<file path="src/rtl/csa_resp_analyzer_if.sv">
// Response-side bundle between the carry-select adder under test and its response analyzer.
// The master side drives test mode and responses; the slave side returns the committed repair.
interface csa_resp_analyzer_if #(
  parameter int unsigned NBLK = 4,
  parameter int unsigned RW   = 6
);
  logic                 test;
  logic [NBLK*RW-1:0]   actual_output;
  logic [RW-1:0]        desired_output;
  logic [2:0]           is;
  logic [NBLK-1:0]      ss;
  logic [NBLK-1:0]      comp;
  logic [3:0]           fault_cnt;
  logic                 multi_fault;
  logic                 done;

  modport master (
    output test, actual_output, desired_output,
    input  is, ss, comp, fault_cnt, multi_fault, done
  );

  modport slave (
    input  test, actual_output, desired_output,
    output is, ss, comp, fault_cnt, multi_fault, done
  );
endinterface

</file>
<file path="src/rtl/csa_resp_analyzer.sv">
// Self-test response analyzer: compares each adder block against the reference over a fixed
// window, then commits and holds an isolation/spare repair decision.
module csa_resp_analyzer #(
  parameter int unsigned NUM_VEC = 8,
  parameter int unsigned NBLK    = 4,
  parameter int unsigned RW      = 6
) (
  input logic               clk,
  input logic               init_n,
  csa_resp_analyzer_if.slave bus
);

  typedef enum logic [1:0] {StIdle, StRun, StDecide, StDone} state_e;

  state_e          state_q, state_d;
  logic [NBLK-1:0] fl_q, fl_d;
  logic [3:0]      mc_q [NBLK];
  logic [3:0]      mc_d [NBLK];
  logic [7:0]      vc_q, vc_d;

  logic [2:0]      is_q, is_d;
  logic [NBLK-1:0] ss_q, ss_d;
  logic [NBLK-1:0] comp_q, comp_d;
  logic [3:0]      fault_cnt_q, fault_cnt_d;
  logic            multi_fault_q, multi_fault_d;
  logic            done_q, done_d;

  logic [NBLK-1:0] mismatch;
  logic [2:0]      nfail;
  logic [1:0]      fail_idx;
  logic [3:0]      mc_max;

  // Any differing bit marks the block as failing for this sample.
  always_comb begin
    mismatch = '0;
    for (int k = 0; k < int'(NBLK); k++) begin
      mismatch[k] = (bus.actual_output[RW*k +: RW] != bus.desired_output);
    end
  end

  always_comb begin
    nfail    = '0;
    fail_idx = '0;
    mc_max   = '0;
    for (int k = 0; k < int'(NBLK); k++) begin
      if (fl_q[k]) begin
        nfail    = nfail + 3'd1;
        fail_idx = 2'(k);
      end
      if (mc_q[k] > mc_max) mc_max = mc_q[k];
    end
  end

  always_comb begin
    state_d       = state_q;
    fl_d          = fl_q;
    mc_d          = mc_q;
    vc_d          = vc_q;
    is_d          = is_q;
    ss_d          = ss_q;
    comp_d        = comp_q;
    fault_cnt_d   = fault_cnt_q;
    multi_fault_d = multi_fault_q;
    done_d        = done_q;

    unique case (state_q)
      StIdle: begin
        fl_d = '0;
        for (int k = 0; k < int'(NBLK); k++) mc_d[k] = '0;
        vc_d = '0;
        if (bus.test) state_d = StRun;
      end
      StRun: begin
        if (!bus.test) begin
          state_d = StIdle;
        end else begin
          for (int k = 0; k < int'(NBLK); k++) begin
            if (mismatch[k]) begin
              fl_d[k] = 1'b1;
              if (mc_q[k] != 4'd15) mc_d[k] = mc_q[k] + 4'd1;
            end
          end
          vc_d = vc_q + 8'd1;
          if (vc_q == 8'(NUM_VEC - 1)) state_d = StDecide;
        end
      end
      StDecide: begin
        comp_d      = fl_q;
        fault_cnt_d = mc_max;
        if (nfail == 3'd0) begin
          is_d          = 3'b000;
          ss_d          = '0;
          multi_fault_d = 1'b0;
        end else if (nfail == 3'd1) begin
          is_d          = {1'b1, fail_idx};
          ss_d          = NBLK'(1) << fail_idx;
          multi_fault_d = 1'b0;
        end else begin
          is_d          = 3'b011;
          ss_d          = '0;
          multi_fault_d = 1'b1;
        end
        done_d  = 1'b1;
        state_d = StDone;
      end
      StDone: begin
        // Committed repair stays on the muxes after test mode ends.
        if (!bus.test) begin
          done_d  = 1'b0;
          state_d = StIdle;
        end
      end
      default: state_d = StIdle;
    endcase
  end

  always_ff @(posedge clk or negedge init_n) begin
    if (!init_n) begin
      state_q       <= StIdle;
      fl_q          <= '0;
      for (int k = 0; k < int'(NBLK); k++) mc_q[k] <= '0;
      vc_q          <= '0;
      is_q          <= '0;
      ss_q          <= '0;
      comp_q        <= '0;
      fault_cnt_q   <= '0;
      multi_fault_q <= 1'b0;
      done_q        <= 1'b0;
    end else begin
      state_q       <= state_d;
      fl_q          <= fl_d;
      for (int k = 0; k < int'(NBLK); k++) mc_q[k] <= mc_d[k];
      vc_q          <= vc_d;
      is_q          <= is_d;
      ss_q          <= ss_d;
      comp_q        <= comp_d;
      fault_cnt_q   <= fault_cnt_d;
      multi_fault_q <= multi_fault_d;
      done_q        <= done_d;
    end
  end

  assign bus.is          = is_q;
  assign bus.ss          = ss_q;
  assign bus.comp        = comp_q;
  assign bus.fault_cnt   = fault_cnt_q;
  assign bus.multi_fault = multi_fault_q;
  assign bus.done        = done_q;

endmodule

</file>
<file path="src/flat_wrapper.sv">
// flat-port wrapper written by rule: the top's interface ports become plain ports
module csa_resp_analyzer_flat 
#(
  parameter int unsigned NUM_VEC = 8,
  parameter int unsigned NBLK    = 4,
  parameter int unsigned RW      = 6
)
  (clk, init_n, bus_test, bus_actual_output, bus_desired_output, bus_is, bus_ss, bus_comp, bus_fault_cnt, bus_multi_fault, bus_done);
  csa_resp_analyzer_if #(.NBLK(NBLK), .RW(RW)) bus_i ();
  input logic clk;
  input logic init_n;
  input wire logic [$bits(bus_i.test)-1:0] bus_test;
  input wire logic [$bits(bus_i.actual_output)-1:0] bus_actual_output;
  input wire logic [$bits(bus_i.desired_output)-1:0] bus_desired_output;
  output wire logic [$bits(bus_i.is)-1:0] bus_is;
  output wire logic [$bits(bus_i.ss)-1:0] bus_ss;
  output wire logic [$bits(bus_i.comp)-1:0] bus_comp;
  output wire logic [$bits(bus_i.fault_cnt)-1:0] bus_fault_cnt;
  output wire logic [$bits(bus_i.multi_fault)-1:0] bus_multi_fault;
  output wire logic [$bits(bus_i.done)-1:0] bus_done;
  assign bus_i.test = bus_test;
  assign bus_i.actual_output = bus_actual_output;
  assign bus_i.desired_output = bus_desired_output;
  assign bus_is = bus_i.is;
  assign bus_ss = bus_i.ss;
  assign bus_comp = bus_i.comp;
  assign bus_fault_cnt = bus_i.fault_cnt;
  assign bus_multi_fault = bus_i.multi_fault;
  assign bus_done = bus_i.done;
  csa_resp_analyzer #(.NUM_VEC(NUM_VEC), .NBLK(NBLK), .RW(RW)) u_core (.clk(clk), .init_n(init_n), .bus(bus_i));
endmodule
</file>
<file path="config.mk">
export PLATFORM = sky130hd
export DESIGN_NAME = csa_resp_analyzer_flat
export DESIGN_NICKNAME = d
export VERILOG_FILES = /design/src/rtl/csa_resp_analyzer_if.sv /design/src/rtl/csa_resp_analyzer.sv /design/src/flat_wrapper.sv
export SDC_FILE = /design/constraint.sdc
export NUM_CORES = 1
export LEC_CHECK = 0
export ABC_AREA = 1
export BUFFER_PORTS_ARGS = -buffer_cell sky130_fd_sc_hd__buf_2
export CORE_UTILIZATION = 55
export CTS_BUF_LIST = sky130_fd_sc_hd__clkbuf_2
export CTS_CLUSTER_DIAMETER = 30
export CTS_CLUSTER_SIZE = 30
export DETAILED_ROUTE_END_ITERATION = 6
export PLACE_DENSITY = 0.9
export SLEW_MARGIN = 40
export SYNTH_ARGS = -nofsm -noshare
export SYNTH_HDL_FRONTEND = slang
export SYNTH_SLANG_ARGS = --single-unit
</file>
<file path="constraint.sdc">
create_clock -name clk -period 5.5 [get_ports clk]
set_clock_uncertainty 0.1 [all_clocks]
set_input_delay 0.825 -clock clk [delete_from_list [all_inputs] [get_ports clk]]
set_output_delay 0.825 -clock clk [all_outputs]
set_load 0.02 [all_outputs]
</file>
# After elaboration in Yosys (flattened, before gate mapping)
# Index checks and enable logic that the tools add are counted.
# classes
n_addsub	8
magnitude_cmp	4
n_eq_ne	25
shifts	1
muxes	42
n_reduce_logical	15
# ops
cell	n
$mux 4	15
$pmux 16 s2	1
$ne 6x6->1	4
$add 4x1->4 const B	4
$mux 16	1
$ne 2x1->1 const B	8
$ne 4x4->1 const B	4
$pmux 8 s2	1
$reduce_and 4->1	4
$mux 3	5
$reduce_and 3->1	5
$gt 4x4->1	3
$mux 2	6
$mux 1	9
$add 8x1->8 const B	1
$eq 8x3->1 const B	1
$mux 8	1
$pmux 2 s4	1
$pmux 4 s2	1
$add 3x1->3 const B	2
$ne 2x2->1 const B	3
$eq 2x2->1 const B	2
$gt 4x1->1 const B	1
$reduce_and 2->1	2
other kinds (9)	10
# totals
register_bits	47
elab_cells	111

# Longest topological paths before layout
# Gate-level depths: netlist of run 1.
# depth
depth_word	10
ltp_mapped	32
ltp_nobuf	32

# Least setup slack after synthesis of run 1
# No wires, ideal clock.
# synth_timing
path_type	register to register
from	register u_core.mc_q[12] in the netlist's numbering
to	register u_core.fault_cnt_q[0], in the netlist u_core.bus.fault_cnt[0]
t_arrival_ns	3.606
slack_ns	1.678
path_stages_with_launch	30
cell_sequence	dfrtp_1 > inv_1 > ha_1 > a31oi_4 > inv_2 > ha_1 > nand2_1 > nand2_1 > nand2_1 > nand2_2 > nand2_4 > o21ai_0 > inv_1 > ha_1 > nand2_1 > inv_1 > nand2_2 > inv_2 > nand3_2 > nand2_4 > nand2_2 > and2_1 > ha_1 > nand2_1 > o21ai_0 > o21ai_1 > o21ai_0 > inv_1 > nand2_1 > nand2_1
# synth_between
elab_chain_cells	8
# synth_lines
item	line	text
from (decl)	csa_resp_analyzer.sv:17	logic [3:0] mc_q [NBLK];
$gt 4x1->1	csa_resp_analyzer.sv:50	if (mc_q[k] > mc_max) mc_max = mc_q[k];
$mux 4 *	csa_resp_analyzer.sv:50	
$gt 4x4->1	csa_resp_analyzer.sv:50	
$mux 4 *	csa_resp_analyzer.sv:50	
$gt 4x4->1	csa_resp_analyzer.sv:50	
$mux 4 *	csa_resp_analyzer.sv:50	
$gt 4x4->1	csa_resp_analyzer.sv:50	
$mux 4 *	csa_resp_analyzer.sv:50	
to (signal assigned)	csa_resp_analyzer.sv:137	fault_cnt_q <= fault_cnt_d;
to (decl)	csa_resp_analyzer.sv:24	logic [3:0] fault_cnt_q, fault_cnt_d;
# Every way passes the cells marked *; elsewhere a longest branch is shown, timed or not.
# A chain may end at the register's enable or synchronous reset.

# Worst setup path in the final report of run 1
# layout_timing
from	register u_core.mc_q[13] in the netlist's numbering
to	register u_core.fault_cnt_q[2], in the netlist u_core.bus.fault_cnt[2]
# The elaborated chain is that of the path after synthesis.

==> impl_metrics.env, run 1 <==
export IMPL_power_mw=1.03
export IMPL_leakage_nw=1.88
export IMPL_io_pins=50
export IMPL_ys_seq_elements=47
export IMPL_io_buffer_count=49
export IMPL_dpl_cell_area_sq_um=3430
export IMPL_setup_ws_ns=1.16
export IMPL_post_cts_buffers=0
export IMPL_wire_per_inst_microns=12.4
export IMPL_root_buffer="clkbuf_2"
export IMPL_dieHeight_microns=77.3
export IMPL_gr_total_overflow=0
export IMPL_grt_use_met1_pct=28.2
export IMPL_first_iter_violations=172
export IMPL_grtUsageTotal_pct=24.0
export IMPL_critical_path_depth=29
export IMPL_wl_microns=6520
export IMPL_core_sq_um=5470
export IMPL_path_buf_inv=6
export IMPL_antenna_found_initial=0
export IMPL_finalSetupViolations=0
export IMPL_worstSetupEndpointType="flop"
export IMPL_met3_usage_pct=5.60
export IMPL_dr_pass1_iters=5
export IMPL_grt_pass1_vias=2669
export IMPL_grt_first_pass_wirelength_microns=11400
export IMPL_finalHoldViolations=0
export IMPL_core_rowCount=27
export IMPL_antennaDiodeCount=0
export IMPL_cts_made_buffers=5
export IMPL_clockBufferDepth=2
export IMPL_worst_slew_pin_slew_ns=0.728
export IMPL_syn_num_nets=456
export IMPL_drv_cap=0
export IMPL_worstPathRequired_ns=5.76
export IMPL_clock_latency_ns=0.44
export IMPL_crit_top_cell="nand2_1"
export IMPL_grt_util_met2_pct=42.6
export IMPL_ir_drop_v=0.000158
export IMPL_antenna_left=0
export IMPL_initial_utilization_pct=57.0
export IMPL_netlist_cell_type_count=32
export IMPL_r2r_cells=29
export IMPL_pre_cts_ws_ns=1.23
export IMPL_multi_input_area_sq_um=1680
export IMPL_outcome="complete, no violations"
export IMPL_dieArea_sq_um=5970
export IMPL_hold_buffers=0
export IMPL_synthToLayoutAreaGrowth_pct=12.3
export IMPL_cp_max_fo=8
export IMPL_netlist_area_sq_um=3120
export IMPL_max_freq_mhz=231
export IMPL_viasPerCell=5.21
export IMPL_slowest_delay_ns=0.40
export IMPL_synth_cells=403
export IMPL_fill_cells=466
export IMPL_min_period_over_period_pct=78.8
export IMPL_drive_above_1_share_pct=20.3
export IMPL_drc=0
export IMPL_criticalPathCategory="flop to flop"
export IMPL_min_period_ns=4.34
export IMPL_gp_congestion=0.807
export IMPL_cts_reportedPaths_clkPinSlew_ns=0.25
export IMPL_htree_levels=2
export IMPL_rsz0062_at_grt="no"
export IMPL_power_density_nw_per_um2=295
export IMPL_final_nets=506
export IMPL_critPathSlowestCell="dfrtp_1"
export IMPL_holdWs_ns=0.233
export IMPL_slew_violations=0
export IMPL_cts_tree="built"
export IMPL_tns_ns=0
export IMPL_top_usage_layer="met2"
export IMPL_num_vias=2743
export IMPL_hold_path_class="input pin to asynchronous set/reset pin"
export IMPL_ctsResizeCount=0
export IMPL_slew_headroom_pct=51.3
export IMPL_die_w_microns=77.3
export IMPL_cpLargestDelayFamily="adder cells"
export IMPL_yosysSeqAreaShare_pct=37.7
export IMPL_cp_arrival_ns=4.59
export IMPL_regArea_sq_um=1180
export IMPL_ys_warn_count=0
export IMPL_final_cell_area_sq_um=3500
export IMPL_hpwlAfterDp_microns=5080
export IMPL_grt_max_degree=48
export IMPL_start_kind="flop"
export IMPL_clkSinkCount=47
export IMPL_avgSynthCellArea_sq_um=7.74
[cell type report]
type / instances / area share, %
flip-flops and latches: 47 / 33.6
well taps: 72 / 2.57
clock buffers: 5 / 0.715
clock inverters: 3 / 1.25
inverters: 63 / 6.75
repair buffers: 49 / 7.08
multi-input cells: 287 / 48.0
[sequential cells by signal (all words and copies together), names as in the netlist, named ones only]
register / flops
u_core.mc_q: 16
u_core.vc_q: 8
u_core.bus.comp: 4
u_core.bus.fault_cnt: 4
u_core.bus.ss: 4
u_core.fl_q: 4
u_core.bus.is: 3
u_core.bus.done: 1
u_core.bus.multi_fault: 1
u_core.state_q: 1
[routing by layer]
metal / wire [microns] / vias to the layer above
met1: 2820 / 1281
met2: 3350 / 55
met3: 236 / 12
met4: 104 / 0
met5: 0 / -
li1: - / 1395
[cell usage in the layout, fill, tap and decap left out, types with 5 or more instances in the layout]
cell,n
nor2_1,33
nand2_2,12
nand2_1,68
inv_1,56
nor3_1,5
clkbuf_2,5
o21ai_0,41
buf_2,48
a21oi_1,13
nand3_1,36
dfrtp_1,47
inv_2,7
ha_1,20
xor2_1,20
[power by group]
group          switching, mW  internal, mW
Clock                  0.116        0.0769
Sequential            0.0234         0.372
Combinational          0.284         0.160
[Yosys cell counts]
library cell | number | area share (%)
buf_2 | 2 | 0.32
o21ai_0 | 41 | 6.6
dfrtp_1 | 47 | 38
nand4_1 | 4 | 0.80
a211oi_1 | 3 | 0.72
ha_1 | 20 | 8.0
nor2_4 | 2 | 0.72
a31oi_1 | 2 | 0.40
xnor2_1 | 1 | 0.28
nand2_1 | 68 | 8.2
inv_2 | 7 | 0.84
a21oi_1 | 13 | 2.1
o32ai_1 | 1 | 0.28
nor4_2 | 1 | 0.40
nor3_1 | 5 | 0.80
clkbuf_1 | 3 | 0.36
xor2_1 | 20 | 5.6
nor4_1 | 2 | 0.40
and2_1 | 3 | 0.60
inv_1 | 56 | 6.7
or2_0 | 1 | 0.20
o21ai_1 | 1 | 0.16
mux2i_1 | 1 | 0.32
nand3_1 | 36 | 5.8
nand2_4 | 4 | 1.4
nor2_2 | 3 | 0.60
nor3b_1 | 4 | 0.96
clkbuf_2 | 1 | 0.16
a31oi_4 | 1 | 0.68
nor2_1 | 34 | 4.1
nand3_2 | 4 | 1.3
nand2_2 | 12 | 2.4
[worst paths after layout]
check	start	end	slack (ns)
setup / recovery	u_core.mc_q[13]$_DFFE_PN0P_	u_core.bus.fault_cnt[2]$_DFFE_PN0P_	1.16
hold / removal	init_n	u_core.vc_q[0]$_DFFE_PN0P_	0.23
setup reg to reg	u_core.mc_q[13]$_DFFE_PN0P_	u_core.bus.fault_cnt[2]$_DFFE_PN0P_	1.16
hold reg to reg	u_core.bus.fault_cnt[0]$_DFFE_PN0P_	u_core.bus.fault_cnt[0]$_DFFE_PN0P_	0.41
max in group asynchronous	init_n	u_core.vc_q[6]$_DFFE_PN0P_	4.65
min in group clk	u_core.bus.fault_cnt[0]$_DFFE_PN0P_	u_core.bus.fault_cnt[0]$_DFFE_PN0P_	0.41
[stage by stage]
stage	utilization, %	instances
2_1_floorplan	-	403
3_3_place_gp	62.6	518
3_5_place_dp	62.7	518
4_1_cts	63.9	526
5_1_grt	64.0	526
6_report	64.0	526
[cell families after synthesis]
| family | synth area share, % |
|---|---|
| and+or+nand+nor | 28.7 |
| buffers and inverters | 8.43 |
| AOI/OAI and AO/OA | 10.9 |
| DFF | 37.7 |
| xor gates and xnor gates | 5.90 |
| adders and majority gates | 8.03 |
| muxes | 0.321 |
Note: power is estimated with default switching activity, not from simulation.
==> run 2, diff against run 1 <==
==> constraint.sdc (replaced) <==
create_clock -name clk -period 4 [get_ports clk]
set_clock_uncertainty 0.1 [all_clocks]
set_input_delay 0.6 -clock clk [delete_from_list [all_inputs] [get_ports clk]]
set_output_delay 0.6 -clock clk [all_outputs]
set_load 0.02 [all_outputs]
==> impl_metrics.env, run 2 (same netlist as run 1, synthesis figures left out) <==
export IMPL_hpwlAfterDp_microns=5280
export IMPL_core_rowCount=27
export IMPL_finalHoldViolations=0
export IMPL_dr_pass1_iters=5
export IMPL_worstSetupEndpointType="flop"
export IMPL_antennaDiodeCount=0
export IMPL_slowest_delay_ns=0.53
export IMPL_clkSinkCount=47
export IMPL_worst_slew_pin_slew_ns=0.585
export IMPL_drive_above_1_share_pct=26.7
export IMPL_gp_congestion=0.826
export IMPL_min_period_ns=3.83
export IMPL_num_vias=2864
export IMPL_cts_made_buffers=5
export IMPL_switching_power_mw=0.687
export IMPL_largestRegisters="u_core.mc_q: 16 flops, u_core.vc_q: 8 flops"
export IMPL_initial_utilization_pct=57.0
export IMPL_clkPwrFrac_pct=12.9
export IMPL_wl_microns=7230
export IMPL_viasPerCell=5.33
export IMPL_slew_violations=0
export IMPL_wire_per_inst_microns=13.5
export IMPL_critical_path_depth=28
export IMPL_worstPathRequired_ns=4.27
export IMPL_drc=0
export IMPL_dpl_cell_area_sq_um=3470
export IMPL_registers_top_by_ff_count="u_core.mc_q"
export IMPL_largest_register_ffs=16
export IMPL_hold_path_class="input pin to asynchronous set/reset pin"
export IMPL_outcome="complete, no violations"
export IMPL_slew_headroom_pct=61.0
export IMPL_holdWs_ns=0.0290
export IMPL_drv_cap=0
export IMPL_cp_arrival_ns=4.09
export IMPL_dieArea_sq_um=5970
export IMPL_gr_total_overflow=0
export IMPL_leakage_nw=1.95
export IMPL_p_comb_share_pct=51.9
export IMPL_mostFrequentLayoutCells="nand2_1, inv_1, buf_2"
export IMPL_seqPwrFrac_pct=35.2
export IMPL_cp_max_fo=8
export IMPL_r2r_slack_ns=0.17
export IMPL_final_nets=517
export IMPL_finalSetupViolations=0
export IMPL_htree_levels=2
export IMPL_p_int_mw=0.868
export IMPL_io_buffer_count=49
export IMPL_start_kind="flop"
export IMPL_final_common_cell="nand2_1"
export IMPL_r2r_cells=28
export IMPL_antenna_left=0
export IMPL_path_buf_inv=6
export IMPL_critPathSlowestCell="dfrtp_1"
export IMPL_swShare_pct=44.2
export IMPL_first_iter_violations=221
export IMPL_root_buffer="clkbuf_2"
export IMPL_final_cell_area_sq_um=3710
export IMPL_max_freq_mhz=261
export IMPL_min_period_over_period_pct=95.7
export IMPL_grt_first_pass_wirelength_microns=11900
export IMPL_cts_reportedPaths_clkPinSlew_ns=0.25
export IMPL_criticalPathCategory="flop to flop"
export IMPL_cpLargestDelayFamily="simple AND/OR/NAND/NOR gates"
export IMPL_antenna_found_initial=0
export IMPL_io_pins=50
export IMPL_power_density_nw_per_um2=419
export IMPL_grt_max_degree=48
export IMPL_clock_latency_ns=0.43
export IMPL_dieHeight_microns=77.3
export IMPL_grt_pass1_vias=2805
export IMPL_grtUsageTotal_pct=24.9
export IMPL_core_sq_um=5470
export IMPL_clockBufferDepth=2
export IMPL_synthToLayoutAreaGrowth_pct=19.1
export IMPL_ir_drop_v=0.000272
export IMPL_die_w_microns=77.3
export IMPL_cts_tree="built"
export IMPL_crit_top_cell="nand2_1"
==> run 2: repair_timing <==
action / in CTS / in global routing
resized for setup: 4 / 33
setup endpoints to repair: 4 / 4
pin swaps: 0 / 13
setup buffers: 2 / 4
hold buffers: 0 / 0
hold endpoints to repair: 0 / 0
==> run 2: area by class of cell <==
type                       instances  area [sq um]
clock buffer                       5          25.0
clock inverter                     3          20.0
fill                             409          1760
inverter                          63           239
multi-input combinational        287          1830
sequential                        47          1180
tap                               72          90.1
timing repair buffer              60           330
==> run 2: worst paths after layout <==
kind,from,endpoint
worst max-delay path,u_core.mc_q[15]$_DFFE_PN0P_,u_core.bus.fault_cnt[2]$_DFFE_PN0P_
worst min-delay path,init_n,u_core.mc_q[3]$_DFFE_PN0P_
min in group clk,bus_test,u_core.state_q[0]$_DFFE_PN0P_
worst min register to register,u_core.bus.comp[2]$_DFFE_PN0P_,u_core.bus.comp[2]$_DFFE_PN0P_
worst max register to register,u_core.mc_q[15]$_DFFE_PN0P_,u_core.bus.fault_cnt[2]$_DFFE_PN0P_
max in group asynchronous,init_n,u_core.fl_q[1]$_DFFE_PN0P_
==> run 2: power groups by stage <==
stage / sequential [mW] / clock (mW) / combinational (mW)
2_1_floorplan: 0.560 / 0 / 0.455
3_3_place_gp: 0.549 / 0 / 0.577
3_5_place_dp: 0.551 / 0 / 0.606
4_1_cts: 0.543 / 0.209 / 0.629
5_1_grt: 0.551 / 0.229 / 0.888
6_report: 0.547 / 0.201 / 0.807
==> run 2: metal layers <==
layer	track usage (%)	routed length, microns	part of all wire (%)
met3	4.64	311	4.3
met2	45.0	3740	52
met1	28.7	2990	41
met4	9.62	191	2.6
met5	0	0	0
==> run 2: stage by stage <==
step | setup WS (ns) | cells | utilization (%) | total power, mW | TNS (ns)
global placement | 0.118 | 523 | 63.3 | 1.13 | 0
detailed placement | -0.125 | 523 | 63.4 | 1.16 | -0.420
floorplan | 0.178 | 403 | - | 1.02 | 0
CTS | 0.00896 | 533 | 64.5 | 1.38 | 0
finish | 0.172 | 537 | 67.9 | 1.56 | 0
global route | -0.111 | 537 | 67.9 | 1.67 | -0.239
